[config.mk]
export PLATFORM = sky130hd
export DESIGN_NAME = router_src_arbiter
export DESIGN_NICKNAME = d
export VERILOG_FILES = /design/src/rtl/router_src_arbiter.sv
export SDC_FILE = /design/constraint.sdc
export NUM_CORES = 1
export LEC_CHECK = 0
export ABC_AREA = 0
export BUFFER_PORTS_ARGS = -buffer_cell sky130_fd_sc_hd__buf_2
export CAP_MARGIN = 40
export CORE_MARGIN = 3
export CORE_UTILIZATION = 30
export CTS_CLUSTER_SIZE = 16
export DETAILED_ROUTE_END_ITERATION = 8
export PLACE_DENSITY = 0.51
export SLEW_MARGIN = 10
export SYNTH_ARGS = -nofsm -noshare
export SYNTH_HDL_FRONTEND = slang
export SYNTH_SLANG_ARGS = --single-unit
[constraint.sdc]
create_clock -name clock -period 3.87 [get_ports clock]
set_input_delay 0.774 -clock clock [delete_from_list [all_inputs] [get_ports clock]]
set_output_delay 0.774 -clock clock [all_outputs]
set_load 0.05 [all_outputs]
[src/rtl/router_src_arbiter.sv]
// Round-robin packet arbiter feeding the router's single input port.
// Grants whole packets (header, payload, parity) to one source, stalls on
// router busy, inserts an idle gap after parity, and optionally swallows
// packets addressed to port 3.
module router_src_arbiter #(
  parameter int N_SRC      = 3,
  parameter int GAP_CYCLES = 3,
  parameter bit DROP_ADDR3 = 1'b1
) (
  input  logic               clock,
  input  logic               reset,
  input  logic [N_SRC-1:0]   src_valid,
  input  logic [8*N_SRC-1:0] src_data,
  output logic [N_SRC-1:0]   src_ready,
  input  logic               busy,
  output logic               pkt_valid,
  output logic [7:0]         data_in,
  output logic [N_SRC-1:0]   grant,
  output logic               drop_pulse,
  output logic               underrun_err
);

  localparam int PW = (N_SRC > 1) ? $clog2(N_SRC) : 1;
  localparam int GW = $clog2(GAP_CYCLES + 1);

  typedef enum logic [2:0] {
    S_IDLE,
    S_HDR,
    S_PLD,
    S_PAR,
    S_GAP,
    S_DROP
  } state_t;

  state_t         state, state_nxt;
  logic [PW-1:0]  ptr, owner, pick, next_ptr;
  logic           pick_found;
  int unsigned    idx;
  logic [5:0]     len_cnt;
  logic [GW-1:0]  gap_cnt;
  logic [7:0]     cur_byte;
  logic           cur_valid;
  logic           in_pkt, can_take, xfer, hdr_drop;

  // Round-robin search: first requesting source at or above ptr, with wrap
  always_comb begin
    pick       = '0;
    pick_found = 1'b0;
    idx        = 0;
    for (int unsigned i = 0; i < N_SRC; i++) begin
      idx = 32'(ptr) + i;
      if (idx >= N_SRC) idx = idx - N_SRC;
      if (!pick_found && src_valid[idx[PW-1:0]]) begin
        pick       = idx[PW-1:0];
        pick_found = 1'b1;
      end
    end
  end

  // Byte and valid of the currently granted source (grant is one-hot)
  always_comb begin
    cur_byte  = '0;
    cur_valid = 1'b0;
    for (int unsigned i = 0; i < N_SRC; i++) begin
      if (grant[i]) begin
        cur_byte  = src_data[8*i +: 8];
        cur_valid = src_valid[i];
      end
    end
  end

  // Forwarding states honour busy; DROP consumes regardless of the router
  assign in_pkt    = (state == S_HDR) || (state == S_PLD) || (state == S_PAR);
  assign can_take  = (in_pkt & ~busy) | (state == S_DROP);
  assign src_ready = can_take ? grant : '0;
  assign xfer      = can_take & cur_valid;
  assign hdr_drop  = DROP_ADDR3 && (cur_byte[1:0] == 2'b11);
  assign next_ptr  = (owner == PW'(N_SRC - 1)) ? '0 : owner + 1'b1;

  // State register
  always_ff @(posedge clock or posedge reset) begin
    if (reset) state <= S_IDLE;
    else       state <= state_nxt;
  end

  // Next-state decode
  always_comb begin
    state_nxt = state;
    case (state)
      S_IDLE: if (pick_found) state_nxt = S_HDR;
      S_HDR: begin
        if (xfer) begin
          if (hdr_drop)                 state_nxt = S_DROP;
          else if (cur_byte[7:2] == '0) state_nxt = S_PAR;
          else                          state_nxt = S_PLD;
        end
      end
      S_PLD:  if (xfer && len_cnt == 6'd1) state_nxt = S_PAR;
      S_PAR:  if (xfer) state_nxt = S_GAP;
      S_GAP:  if (gap_cnt == '0 && !busy) state_nxt = S_IDLE;
      S_DROP: if (xfer && len_cnt == '0) state_nxt = S_IDLE;
      default: state_nxt = S_IDLE;
    endcase
  end

  // Datapath: router outputs, grant, pointer, counters and status flags
  always_ff @(posedge clock or posedge reset) begin
    if (reset) begin
      pkt_valid    <= 1'b0;
      data_in      <= '0;
      grant        <= '0;
      owner        <= '0;
      ptr          <= '0;
      len_cnt      <= '0;
      gap_cnt      <= '0;
      drop_pulse   <= 1'b0;
      underrun_err <= 1'b0;
    end else begin
      drop_pulse <= 1'b0;
      if (in_pkt && !busy && !cur_valid) underrun_err <= 1'b1;
      case (state)
        S_IDLE: begin
          if (pick_found) begin
            grant <= {{(N_SRC-1){1'b0}}, 1'b1} << pick;
            owner <= pick;
          end
        end
        S_HDR: begin
          if (xfer) begin
            len_cnt <= cur_byte[7:2];
            if (!hdr_drop) begin
              data_in   <= cur_byte;
              pkt_valid <= 1'b1;
            end
          end
        end
        S_PLD: begin
          if (xfer) begin
            data_in   <= cur_byte;
            pkt_valid <= 1'b1;
            len_cnt   <= len_cnt - 6'd1;
          end
        end
        S_PAR: begin
          if (xfer) begin
            data_in   <= cur_byte;
            pkt_valid <= 1'b0;
            gap_cnt   <= GW'(GAP_CYCLES);
          end
        end
        S_GAP: begin
          if (gap_cnt != '0) begin
            gap_cnt <= gap_cnt - 1'b1;
          end else if (!busy) begin
            grant <= '0;
            ptr   <= next_ptr;
          end
        end
        S_DROP: begin
          // Payload bytes count down to zero; the byte seen at zero is parity
          if (xfer) begin
            if (len_cnt != '0) begin
              len_cnt <= len_cnt - 6'd1;
            end else begin
              drop_pulse <= 1'b1;
              grant      <= '0;
              ptr        <= next_ptr;
            end
          end
        end
        default: ;
      endcase
    end
  end

endmodule

Word-level counts from Yosys, hierarchy flattened
Cells that the tools add are included.

Flip-flop bits (word level): 29. Input port bits: 30.

Add/subtract/negate cells: 8. Magnitude comparators: 6. Eq/ne operators: 23. Shifts and indexed selects: 1. Multiplexer cells: 63. Bitwise logic cells: 4. Reduce and logical (&&, ||, !) cells: 34.

Operators by type and width (number): 8-bit two-way mux (6); 3-bit two-way mux (13); 2-bit two-way mux (13); 6-bit two-way mux (4); 2-bit inequality test (second input constant) (11); 3-bit one-hot mux with 6 select lines (1); 6-bit one-hot mux with 3 select lines (1); 1-bit two-way mux (17); 8-bit one-hot mux with 2 select lines (1); 5-bit AND reduction (3); 6-bit logical NOT (2); 6-bit AND reduction (2); 2-bit by 3-bit < comparator with 1-bit output (second input constant) (3); 3-bit one-hot mux with 3 select lines (1); 3-bit nonzero test (3); 2-bit by 1-bit inequality test with 1-bit output (second input constant) (4); 2-bit one-hot mux with 2 select lines (2); 2-bit nonzero test (4); 1-bit logical AND (7); 1-bit binary-select mux with 2-bit select (3); 3-bit by 2-bit == test with 1-bit output (second input constant) (2); 3-bit == test (second input constant) (2); 6-bit by 1-bit == test with 1-bit output (second input constant) (1); 3-bit by 2-bit greater-or-equal comparator with 1-bit output (second input constant) (2); 23 further kinds (31).

Depth between registers and ports, before layout
Gate-level depths: netlist (run 1).

Depth after elaboration: 14. Depth in mapped cells: 8. Depth with buffers taken out: 7.

Worst setup path after synthesis (run 1)
No wires, ideal clock.

Kind: input port to output port. From: in busy. To: out src_ready[0]. Arrival time: 1546 ps. Setup slack: 1550 ps. Stages on the path: 3. Path buffers: 0. Path through: o21ai_0 nor2b_1 and2_1.

Word-level cells in the longest chain between the ends: 4.

Ends and longest elaborated chain: start: declaration (line 15) `input logic busy,`; 1-bit inverter (line 74) `assign can_take = (in_pkt & ~busy) | (state == S_DROP);`; 1-bit AND (line 74); 1-bit OR (line 74); 3-bit two-way mux (line 75) `assign src_ready = can_take ? grant : '0;`; end: declaration (line 14) `output logic [N_SRC-1:0] src_ready,`.

Every way passes these cells.

Final worst setup path (run 1)
From: reg state[1]. To: out src_ready[1].

Word-level cells in the longest chain between the ends: 6. Elaborated cells on any way between the ends: 9.

Ends and longest elaborated chain: start: declaration (line 35) `state_t state, state_nxt;`; start signal: assignment (line 83) `else state <= state_nxt;`; 3-bit by 1-bit == test with 1-bit output or 3-bit by 2-bit == test with 1-bit output (tied branches) (line 73) `assign in_pkt = (state == S_HDR) || (state == S_PLD) || (state == S_PAR);`; 1-bit logical OR (2 in series) (line 73); 1-bit AND (line 74); 1-bit OR (*) (line 74); 3-bit two-way mux (*) (line 75).

Every way passes the cells marked *; elsewhere a longest branch is shown, timed or not.

==> impl_metrics.ini, run 1 <==
[drt]
drtAntennaViolNets = 0
wl_per_cell_um = 15.4
via_per_inst = 5.27
firstDrtPassIters = 4
wl_mm = 5.33
first_iter_violations = 69
drcViolationCount = 0
dr_total_vias = 1824

[die]
start_util_pct = 31.7
ios = 47
dieWidth_um = 89.1
die_y_um = 89.1
coreArea_mm2 = 0.00653
die-area_mm2 = 0.00794
row_count = 29

[power_and_ir_drop]
p_total_mw = 2.17
ir_drop_uv = 322
leakage_nw = 1.13
p_per_area_mw_per_mm2 = 894

[critical_path]
cp-end-kind = output pin
cp.required_ns = 3.10
start_kind = register
cp_max_fo = 15
worstSetupPathType = register to output pin
crit_arrival_ns = 2.08

[logic_synthesis]
synth_top_area_share_pct = 35.0
avgSynthCellArea_um2 = 9.16
synth_ff_type = dfrtp_1
synth_edf_count = 0
synth_area_leaders = dfrtp_1 35%, ha_1 4.8%, a21oi_1 3.9%
syn_nets = 264
netlist_area_mm2 = 0.00207
yosysTopAreaCell = dfrtp_1
yosysMostFrequentCell = dfrtp_1
async_flop_share_pct = 100
yosys-top-cells-count = 29 x dfrtp_1, 16 x a21oi_1, 16 x inv_1, 16 x nor2_1, 14 x o21ai_0
postSynthCellCount = 226
ys.warnings.count = 0
ys_ff_latch = 29
synth_cell_types = 56
ys_seq_area_share_pct = 35.0

[sta]
min_period_ns = 2.85
worst_hold_slack_ns = 0.485
fin_tns_setup_ns = 0
hold_viol_final = 0
fmax_mhz = 351
finalSetupViolations = 0
slew_viol_final = 0
fin_crit_sh_pct = 73.6
tightest_slew_ns = 0.855
relSlewSlack_pct = 42.6
fin_ws_ns = 1.02
rsz0062_at_grt = no
final.setup_skew_ns = 0.00389

[clock_network]
cts_buffers = 5
clockBufferDepth = 2
clk_pin_slew_worst_paths_ns = 0.06
cts_sinks = 29
post_cts_buffers = 0
cts.hold.buffers_added = 0
cts_tree = done
cts-root-buf = clkbuf_8
clk_latency_ns = 0.28
post_cts_resized = 0
htreeDepth = 2

[cells_and_area]
n_antenna_cell = 0
area_growth_pct = 17.3
fillers = 704
drive_above_1_share_pct = 24.9
nets = 308
regArea_um2 = 726
multi_input_area_mm2 = 0.00122

[global_route]
antenna_found_initial = 0
grt_pass1_wl_mm = 8.94
grt_pass1_vias = 1808
grt_usage_pct = 14.4
grt_max_degree = 21
grt_overflow = 0

[place]
place.gp.congestion = 0.809
place_ws_ns = 1.32
placement.io_buffers = 46
post-dp-hpwl_mm = 4.10

[worst_hold_path]
hold_class = register to register

[outcome]
outcome = complete, no violations

[job]
max-cap-violations = 0
==> cell families (layout without fill, tap and decap cells) <==
logic type,Yosys count,count (layout),share of synthesized area (%)
compound gates,79,79,28.3
xor+xnor,1,1,0.423
fa+ha+maj,8,8,4.83
buf+inv,28,71,5.86
flops,29,29,35.0
mux,12,12,6.28
simple gates,69,69,19.3
==> area by class of cell <==
class | count | area share, %
Multi-Input combinational cell | 169 | 50.4
Clock inverter | 1 | 0.206
Inverter | 17 | 2.63
Clock buffer | 5 | 2.83
Tap cell | 77 | 3.97
Timing Repair Buffer | 48 | 10.1
Sequential cell | 29 | 29.9
==> report_power, final <==
group | internal (mW) | leakage (nW) | switching (mW)
sequential | 0.432 | 0.358 | 0.177
clock | 0.118 | 0.0399 | 0.116
combinational | 0.501 | 0.736 | 0.828
==> flip-flops by register name, indices dropped and copies added (netlist names) <==
register	flops
state	3
pkt_valid	1
gap_cnt	2
underrun_err	1
ptr	2
grant	3
data_in	8
len_cnt	6
drop_pulse	1
owner	2
==> worst paths after layout <==
kind	start	depth (start not counted)	endpoint	slack (ns)
hold reg to reg	underrun_err	1	underrun_err	0.48
min in group asynchronous	reset	2	grant[2]	0.62
setup reg to reg	state[1]	5	len_cnt[0]	1.54
hold / removal	underrun_err	1	underrun_err	0.48
max in group asynchronous	reset	3	gap_cnt[1]	2.60
setup / recovery	state[1]	5	src_ready[1]	1.02
==> critical path, stage by stage, from the launching register on <==
cell,delay [ns]
dfrtp_1,0.57
nand2b_1,0.38
o21ai_0,0.17
nor2b_1,0.26
and2_1,0.16
buf_2,0.26
==> cell usage in the layout (no fill, tap or decap), drive strengths merged, types with 2 or more instances in the layout <==
master    n
buf      48
dfrtp    29
o21ai    20
inv      17
nor2     16
a21oi    16
nand2    11
ha        8
mux2      8
nand2b    6
nand3b    6
a2bb2oi   6
and2      5
nor3      5
nor2b     5
clkbuf    5
a211oi    5
a22oi     5
mux2i     4
a211o     3
or3       3
and3      3
nor4      3
o21bai    3
o41ai     3
o22ai     2
a31oi     2
o32ai     2
nand3     2
or4       2
o2bb2ai   2
==> metal layers <==
| layer | part of all wire (%) | track usage [%] | vias to the layer above | routed length (µm) |
|---|---|---|---|---|
| met3 | 3.7 | 3.32 | 7 | 196 |
| li1 | - | - | 919 | - |
| met4 | 1.0 | 3.65 | 0 | 54 |
| met5 | 0 | 0 | - | 0 |
| met1 | 47 | 19.2 | 867 | 2520 |
| met2 | 48 | 23.8 | 31 | 2560 |
==> metrics by stage <==
| stage | utilization (%) | cell area (µm²) | instances |
|---|---|---|---|
| after global routing | 37.2 | 2430 | 346 |
| final | 37.2 | 2430 | 346 |
| after detailed placement | 36.1 | 2350 | 340 |
| after global placement | 36.1 | 2350 | 340 |
| after CTS | 37.2 | 2430 | 346 |
| after floorplan | - | 2070 | 226 |
Note: power is estimated with default switching activity, not from simulation.
==> run 2: changes to the inputs <==
--- a/config.mk
+++ b/config.mk
@@ -5,7 +5,7 @@
 export SDC_FILE = /design/constraint.sdc
 export NUM_CORES = 1
 export LEC_CHECK = 0
-export ABC_AREA = 0
+export ABC_AREA = 1
 export BUFFER_PORTS_ARGS = -buffer_cell sky130_fd_sc_hd__buf_2
 export CAP_MARGIN = 40
 export CORE_MARGIN = 3
==> constraint.sdc (replaced) <==
create_clock -name clock -period 2.75 [get_ports clock]
set_input_delay 0.55 -clock clock [delete_from_list [all_inputs] [get_ports clock]]
set_output_delay 0.55 -clock clock [all_outputs]
set_load 0.05 [all_outputs]
==> run 2 against run 1 <==
Effect of this change:
- clock-buffer cell count did not move
- flip-flop and latch count is the same
- critical path type unchanged
- area after synthesis grew 2.4%
- first-iteration DRC count rose to 2.9 times the previous value
- utilization grew 0.27 points
- hold slack worse by 0.16 ns
- global-route usage is 0.53 points lower
- power is 43% higher
==> impl_metrics.ini, run 2 <==
[cells_and_area]
design_area_mm2 = 0.00256
final_util_pct = 37.5
layout_common_cells = 93 x nand2_1, 46 x buf_2, 37 x inv_1
reg.largest.list = data_in x8, len_cnt x6
mostFrequentLayoutCell = nand2_1
area_growth_pct = 20.6
drive_above_1_share_pct = 23.7
n_antenna_cell = 0
nets = 392
top_register = data_in
largest_register_ffs = 8

[power_and_ir_drop]
switchingPower_mw = 1.60
pwr-share-comb_pct = 58.9
sw_frac_of_total_pct = 51.7
power_frac_seq_pct = 23.9
leakage_nw = 1.38
pwr-share-clk_pct = 17.2
p_total_mw = 3.10
p_int_mw = 1.50
ir_drop_uv = 277
p_per_area_mw_per_mm2 = 1210

[critical_path]
rr_startpoint = grant[1]
cp_max_fo = 5
r2r_cells = 7
worstSetupPathType = register to output pin
crit_top_cell = inv_1
rr_endpoint = len_cnt[2]
cp-end-kind = output pin
start_kind = register
cp_slowest_cell = dfrtp_1
ff2ff_setup_slack_ns = 0.80
slowest_delay_ns = 0.38
path_cells = inv_1, nand3_2, nand2_2, inv_1, nor2_1, buf_2
crit_family = buffers and inverters
path_buf_inv = 3
crit_arrival_ns = 1.60
cp.required_ns = 2.20

[clock_network]
cts-root-buf = clkbuf_8
cts_sinks = 29
clk_latency_ns = 0.28
htreeDepth = 2
post_cts_resized = 0
cts.hold.buffers_added = 0
clockBufferDepth = 2
post_cts_buffers = 0
clk_pin_slew_worst_paths_ns = 0.07
cts_buffers = 5
cts_tree = done

[sta]
finalSetupViolations = 0
final.setup_skew_ns = 0.00619
hold_viol_final = 0
fmax_mhz = 465
tightest_slew_ns = 0.650
min_period_ns = 2.15
relSlewSlack_pct = 56.6
rsz0062_at_grt = no
fin_crit_sh_pct = 78.2
fin_tns_setup_ns = 0
fin_ws_ns = 0.600
slew_viol_final = 0

[die]
dieWidth_um = 90.1
die_y_um = 90.1
start_util_pct = 31.0
row_count = 30
ios = 47
coreArea_mm2 = 0.00683
die-area_mm2 = 0.00811

[drt]
firstDrtPassIters = 4
first_iter_violations = 199
via_per_inst = 4.43
wl_mm = 5.41
dr_total_vias = 1999
drtAntennaViolNets = 0
drcViolationCount = 0
wl_per_cell_um = 12.0

[logic_synthesis]
synth_top_area_share_pct = 34.2
netlist_area_mm2 = 0.00212
synth_edf_count = 0
async_flop_share_pct = 100
yosysMostFrequentCell = nand2_1
ys.warnings.count = 0
ys_ff_latch = 29
ys_seq_area_share_pct = 34.2
synth_area_leaders = dfrtp_1 34%, nand2_1 16%, inv_1 6.5%
yosysTopAreaCell = dfrtp_1
syn_nets = 344
synth_ff_type = dfrtp_1
avgSynthCellArea_um2 = 6.93
yosys-top-cells-count = 93 x nand2_1, 37 x inv_1, 34 x nor2_1
postSynthCellCount = 306
synth_cell_types = 33

[place]
placement.io_buffers = 46
place.gp.congestion = 0.865
post-dp-hpwl_mm = 4.21
placed_area_mm2 = 0.00242
place_ws_ns = 0.790

[outcome]
outcome = complete, no violations

[global_route]
grt_usage_pct = 13.9
grt_max_degree = 30
antenna_found_initial = 0
grt_pass1_wl_mm = 9.25
grt_pass1_vias = 1870
grt_overflow = 0

[worst_hold_path]
hold_class = primary input to asynchronous set/reset pin

[job]
max-cap-violations = 0
## run 2: kinds of logic after synthesis
family,after synthesis,synth area share [%]
buffers and inverters,49,10.1
adder cells (fa/ha/maj),8,4.72
AND/OR/NAND/NOR,167,34.6
XOR/XNOR,2,0.826
AO/OA/AOI/OAI,51,15.5
flip-flops,29,34.2
## run 2: worst register-to-register path, cell delays in order (launching register included)
cell and delay (ns):
dfrtp_1 0.70, a21oi_1 0.17, nand2_1 0.16, nand3_2 0.13, inv_2 0.11, o211ai_2 0.28
nor2_1 0.21, a21oi_2 0.04
## run 2: area by class of cell
cell class / instances / area, µm²
Sequential cell: 29 / 726
Clock buffer: 5 / 68.8
Inverter: 43 / 161
Clock inverter: 3 / 65.1
Multi-Input combinational cell: 228 / 1180
Tap cell: 96 / 120
Fill cell: 762 / 4270
Timing Repair Buffer: 47 / 238
## run 2: routing by layer
layer	vias up	track usage, %	wire length [µm]
met1	876	19.4	2730
met4	0	3.83	63
met2	50	21.3	2340
li1	1067	-	-
met5	-	0	0
met3	6	3.60	271
## run 2: worst max path at each step
stage                  start  depth (start not counted)            to
floorplan           grant[2]                          3  src_ready[2]
global placement    grant[1]                          7    len_cnt[2]
detailed placement  grant[1]                          7    len_cnt[0]
CTS                 state[1]                          6  src_ready[0]
global route        state[1]                          6  src_ready[0]
finish              state[1]                          6  src_ready[0]
## run 2: metrics by stage
step                std cells  hold slack [ns]
finish                    451            0.329
global placement          443            0.463
detailed placement        443            0.462
CTS                       451            0.342
floorplan                 306            0.455
global route              451            0.367
## run 2: power by group through the flow
stage | Clock (mW) | Sequential, mW | Combinational (mW)
after floorplan | 0 | 0.934 | 1.26
after CTS | 0.546 | 0.743 | 1.84
after global routing | 0.567 | 0.774 | 2.08
after global placement | 0 | 0.751 | 1.82
after detailed placement | 0 | 0.749 | 1.83
final | 0.535 | 0.741 | 1.83
